--- src/rtl/ps2_keys_pkg.sv ---
// PS/2 set-2 scan-code constants and decoder state encoding shared by the
// keyboard controller.
package ps2_keys_pkg;

   localparam logic [7:0] KC_E0    = 8'hE0;
   localparam logic [7:0] KC_F0    = 8'hF0;
   localparam logic [7:0] KC_W     = 8'h1D;
   localparam logic [7:0] KC_S     = 8'h1B;
   localparam logic [7:0] KC_SPACE = 8'h29;
   localparam logic [7:0] KC_P     = 8'h4D;
   localparam logic [7:0] KC_UP    = 8'h75;
   localparam logic [7:0] KC_DOWN  = 8'h72;

   typedef enum logic [1:0] {
      ST_IDLE    = 2'd0,
      ST_EXT     = 2'd1,
      ST_BRK     = 2'd2,
      ST_EXT_BRK = 2'd3
   } dec_state_e;

endpackage

--- src/rtl/ps2_key_ctrl.sv ---
// PS/2 keyboard decoder for a two-player paddle game: tracks held keys,
// produces paddle direction levels, start/pause pulses and a sequence timeout.
module ps2_key_ctrl
   import ps2_keys_pkg::*;
#(
   parameter int TIMEOUT_CYCLES = 5_000_000
) (
   input  logic       CLOCK_50,
   input  logic       resetn,
   input  logic [7:0] scan_code,
   input  logic       scan_ready,
   output logic       p1_up,
   output logic       p1_down,
   output logic       p2_up,
   output logic       p2_down,
   output logic       start_pulse,
   output logic       pause_pulse,
   output logic [7:0] last_make,
   output logic       seq_timeout
);

   localparam int              CNT_W    = (TIMEOUT_CYCLES > 1) ? $clog2(TIMEOUT_CYCLES) : 1;
   localparam logic [CNT_W-1:0] CNT_LAST = CNT_W'(TIMEOUT_CYCLES - 1);

   dec_state_e       state_q, state_d;
   logic [CNT_W-1:0] cnt_q, cnt_d;
   logic             w_q, w_d, s_q, s_d, up_q, up_d, dn_q, dn_d;
   logic             space_q, space_d, p_q, p_d;
   logic             p1_up_q, p1_up_d, p1_down_q, p1_down_d;
   logic             p2_up_q, p2_up_d, p2_down_q, p2_down_d;
   logic             start_q, start_d, pause_q, pause_d, tmo_q, tmo_d;
   logic [7:0]       last_make_q, last_make_d;
   logic             done_s, brk_s, ext_s;

   always_comb begin
      state_d     = state_q;
      cnt_d       = cnt_q;
      w_d         = w_q;
      s_d         = s_q;
      up_d        = up_q;
      dn_d        = dn_q;
      space_d     = space_q;
      p_d         = p_q;
      last_make_d = last_make_q;
      start_d     = 1'b0;
      pause_d     = 1'b0;
      tmo_d       = 1'b0;
      done_s      = 1'b0;
      brk_s       = 1'b0;
      ext_s       = 1'b0;

      // A byte arriving in the expiry cycle wins over the timeout.
      if (scan_ready) begin
         cnt_d = '0;
         case (state_q)
            ST_IDLE: begin
               if (scan_code == KC_E0)      state_d = ST_EXT;
               else if (scan_code == KC_F0) state_d = ST_BRK;
               else                         done_s  = 1'b1;
            end
            ST_EXT: begin
               if (scan_code == KC_F0)      state_d = ST_EXT_BRK;
               else if (scan_code == KC_E0) state_d = ST_EXT;
               else begin
                  done_s  = 1'b1;
                  ext_s   = 1'b1;
                  state_d = ST_IDLE;
               end
            end
            ST_BRK: begin
               if (scan_code == KC_E0)      state_d = ST_EXT_BRK;
               else if (scan_code == KC_F0) state_d = ST_BRK;
               else begin
                  done_s  = 1'b1;
                  brk_s   = 1'b1;
                  state_d = ST_IDLE;
               end
            end
            ST_EXT_BRK: begin
               if ((scan_code == KC_E0) || (scan_code == KC_F0)) begin
                  state_d = ST_EXT_BRK;
               end else begin
                  done_s  = 1'b1;
                  ext_s   = 1'b1;
                  brk_s   = 1'b1;
                  state_d = ST_IDLE;
               end
            end
            default: state_d = ST_IDLE;
         endcase
      end else if (state_q != ST_IDLE) begin
         if (cnt_q == CNT_LAST) begin
            state_d = ST_IDLE;
            cnt_d   = '0;
            tmo_d   = 1'b1;
         end else begin
            cnt_d = cnt_q + CNT_W'(1);
         end
      end else begin
         cnt_d = '0;
      end

      // Completed sequence: update held flags; pulses only on a fresh press.
      if (done_s) begin
         if (!ext_s) begin
            case (scan_code)
               KC_W:     w_d = !brk_s;
               KC_S:     s_d = !brk_s;
               KC_SPACE: begin
                  start_d = !brk_s && !space_q;
                  space_d = !brk_s;
               end
               KC_P: begin
                  pause_d = !brk_s && !p_q;
                  p_d     = !brk_s;
               end
               default: ;
            endcase
         end else begin
            case (scan_code)
               KC_UP:   up_d = !brk_s;
               KC_DOWN: dn_d = !brk_s;
               default: ;
            endcase
         end
         if (!brk_s) begin
            last_make_d = scan_code;
         end
      end

      p1_up_d   = w_d  & ~s_d;
      p1_down_d = s_d  & ~w_d;
      p2_up_d   = up_d & ~dn_d;
      p2_down_d = dn_d & ~up_d;
   end

   always_ff @(posedge CLOCK_50) begin
      if (!resetn) begin
         state_q     <= ST_IDLE;
         cnt_q       <= '0;
         w_q         <= 1'b0;
         s_q         <= 1'b0;
         up_q        <= 1'b0;
         dn_q        <= 1'b0;
         space_q     <= 1'b0;
         p_q         <= 1'b0;
         p1_up_q     <= 1'b0;
         p1_down_q   <= 1'b0;
         p2_up_q     <= 1'b0;
         p2_down_q   <= 1'b0;
         start_q     <= 1'b0;
         pause_q     <= 1'b0;
         tmo_q       <= 1'b0;
         last_make_q <= 8'h00;
      end else begin
         state_q     <= state_d;
         cnt_q       <= cnt_d;
         w_q         <= w_d;
         s_q         <= s_d;
         up_q        <= up_d;
         dn_q        <= dn_d;
         space_q     <= space_d;
         p_q         <= p_d;
         p1_up_q     <= p1_up_d;
         p1_down_q   <= p1_down_d;
         p2_up_q     <= p2_up_d;
         p2_down_q   <= p2_down_d;
         start_q     <= start_d;
         pause_q     <= pause_d;
         tmo_q       <= tmo_d;
         last_make_q <= last_make_d;
      end
   end

   assign p1_up       = p1_up_q;
   assign p1_down     = p1_down_q;
   assign p2_up       = p2_up_q;
   assign p2_down     = p2_down_q;
   assign start_pulse = start_q;
   assign pause_pulse = pause_q;
   assign last_make   = last_make_q;
   assign seq_timeout = tmo_q;

endmodule

--- config.mk ---
export PLATFORM = sky130hd
export DESIGN_NAME = ps2_key_ctrl
export DESIGN_NICKNAME = d
export VERILOG_FILES = /design/src/rtl/ps2_keys_pkg.sv /design/src/rtl/ps2_key_ctrl.sv
export SDC_FILE = /design/constraint.sdc
export NUM_CORES = 1
export LEC_CHECK = 0
export CAP_MARGIN = 20
export CORE_MARGIN = 2
export CORE_UTILIZATION = 44
export CTS_BUF_LIST = sky130_fd_sc_hd__clkbuf_16
export CTS_CLUSTER_DIAMETER = 150
export DETAILED_ROUTE_END_ITERATION = 10
export GPL_ROUTABILITY_DRIVEN = 0
export PLACE_DENSITY = 0.66
export SLEW_MARGIN = 15
export SYNTH_ARGS = -nofsm -noshare
export SYNTH_HDL_FRONTEND = slang
export SYNTH_SLANG_ARGS = --single-unit
--- constraint.sdc ---
create_clock -name CLOCK_50 -period 2 [get_ports CLOCK_50]
set_clock_uncertainty 0.15 [all_clocks]
set_input_delay 0.2 -clock CLOCK_50 [delete_from_list [all_inputs] [get_ports CLOCK_50]]
set_output_delay 0.2 -clock CLOCK_50 [all_outputs]
set_load 0.01 [all_outputs]
==> run summary <==
fin crit period: 1.90 ns
Starting DRT DRC Count: 55
synth top area cells: dfxtp_1 44%, nor2_1 5.0%, mux2i_1 4.8%, xnor2_1 3.3%, or4_1 2.9%
Post-synth ARST share: 0%
wirelength, routed: 4420 um
area post-placement: 0.00258 sq mm
total congestion overflow: 0
pre-CTS setup slack: -0.252 ns
initial core utilization: 45.0%
Synth Area in Compound Gates: 9.79%
Layout Utilization: 60.2%
post-route insts no fill: 332
number of global-route vias before repair: 1677
endpoints failing hold: 0
chip height: 73.0 um
# rows: 25
clock buffer depth: 2
total negative slack: 0 ns
Post-Synth Adder-Cell Area: 0.597%
# hold bufs at CTS: 0
fmax: 525 MHz
first-pass GRT wire length: 7490 um
startpoint types: input pin
Root Driver: clkbuf_16
HPWL Detailed: 3240 um
LEAKAGE: 1.02 nW
Routed Antenna Nets: 0
filler cell count: 409
largest net degree at the start of global routing: 24
drt pass-1 iters: 4
Residual DRC: 0
share of cells above drive strength 1: 17.3%
diode count: 0
HP Class: input pin to flip-flop
Via Count: 1790
DR WL/cell: 13.3 um
number of H-tree levels: 2
CTS tree: built
Worst-Margin Slew: 0.439 ns
XOR/XNOR Fraction of Synth Area: 5.43%
Mapped Cells: 227
Avg Cell Area, Syn: 9.24 sq um
Worst Hold Depth: 3
Post-synth EDFFs: 0
sequential area share after synthesis: 43.9%
max-cap violations: 0
Data arrival, critical path: 1.93 ns
area of the core: 0.00466 sq mm
worst setup slack after layout: 0.0955 ns
design area: 0.00280 sq mm
Power Dens Cells: 746 mW/mm^2
largest family of logic cells by synthesized area: simple AND/OR/NAND/NOR gates
PortBufs: 25
status: complete, no violations
Max Transition Viols Final: 0
synth warn: 0
Die Wd: 73.0 um
largest area contributor in the synthesized netlist: dfxtp_1
clock slew at reported path FFs: 0.06 ns
nets@finish: 289
VDD IR-drop max: 0.000434 V
headroom to the max-slew limit: 70.7%
Crit Path Category: input pin to flip-flop
Worst EP required: 2.02 ns
Ports: 26
ys flop type: dfxtp_1
die area: 0.00533 sq mm
synthesized flop and latch total: 46
final worst-path cycle share: 95.2%
CTS sink count: 46
Syn Std Cell Area: 0.00210 sq mm
worst skew pair latency: 0.28 ns
Mapped Nets: 239
multiplexer share of the synthesized area: 5.85%
Area growth, synth to finish: 33.7%
Post-Synth Simple-Gate Area: 31.6%
worst reg2reg path depth: 5
Critical Path End Type: flip-flop
Num CTS Buffers: 5
Final setup viols: 0
Vias per Instance: 5.39
register name with the most flops: cnt_q
Unique masters post-synth: 43
antenna violations before repair: 0
crit-path max FO: 3
RSZ-0062 raised after global routing: false
max FFs per register: 23
placed cells: 324
GRT Overall Usage: 17.8%
area share of the largest cell type after synthesis: 43.9%
-- where the power goes --
part	switching (mW)	internal (mW)	total, mW
logic	0.0546	0.0688	0.123
clock network	0.326	0.711	1.04
registers	0.00518	0.927	0.932
-- cell families after synthesis --
kind of cell | Yosys count
AND/OR/NAND/NOR | 110
multiplexers | 12
XOR/XNOR | 13
buffers and inverters | 14
AO/OA/AOI/OAI | 31
adder cells (fa/ha/maj) | 1
flip-flops | 46
-- placed cells by master, fill, tap and decap left out, drive strengths merged, types with 5 or more instances in the layout --
cell type      count
dfxtp             46
nor2              28
buf               25
clkdlybuf4s50     22
nand2             11
a21oi             11
mux2i             10
nand3              9
nand4              9
xnor2              8
or4                8
nor3               8
and3               7
inv                7
o31ai              7
nor4               6
xor2               5
clkbuf             5
-- final timing paths --
kind	endpoint	startpoint	slack [ns]
worst min-delay path	last_make[1]	scan_code[1]	0.13
worst max-delay path	p1_up	scan_code[5]	0.1
worst max register to register	cnt_q[22]	cnt_q[0]	0.15
worst min register to register	start_pulse	space_q	0.27
-- stage by stage --
stage | hold WS [ns] | total power [mW]
after floorplan | 0.172 | 0.997
final | 0.128 | 2.09
after CTS | 0.271 | 2.12
after global placement | 0.258 | 1.07
after global routing | 0.151 | 2.17
after detailed placement | 0.261 | 1.08
-- cells in the mapped netlist, types with 6 or more instances --
master	number
nor3_1	8
or4_1	8
and3_1	7
mux2i_1	10
inv_1	7
dfxtp_1	46
nand2_1	11
xnor2_1	8
o31ai_1	7
a21oi_1	11
nor2_1	28
nand3_1	8
buf_2	6
nand4_1	7
-- cell type report --
type / count / area [sq um] / share of cell area (%)
inverter: 7 / 26.3 / 0.937
tap: 54 / 67.6 / 2.41
multi-input combinational: 167 / 1140 / 40.7
clock inverter: 3 / 63.8 / 2.28
sequential: 46 / 921 / 32.8
clock buffer: 5 / 125 / 4.46
timing repair buffer: 50 / 458 / 16.3
-- per-layer routing --
layer	up-vias	wire (um)	part of all wire, %	track usage (%)
met5	-	0	0	0
met4	0	38	0.86	4.94
met3	4	180	4.1	4.01
met2	28	2070	47	30.2
met1	822	2130	48	22.6
li1	936	-	-	-
-- repair_timing --
item                                    4_1_cts  5_1_grt
setup buffers                                 0        0
resized for setup                             0        8
endpoints found under the setup margin        0        7
-- worst max-delay path, stage by stage --
cell and delay (ns):
clkdlybuf4s50_1 0.42, or4b_4 0.57, nor3_2 0.19, mux2_2 0.37
and3_1 0.17
No activity file was read; power rests on OpenSTA's default activity.
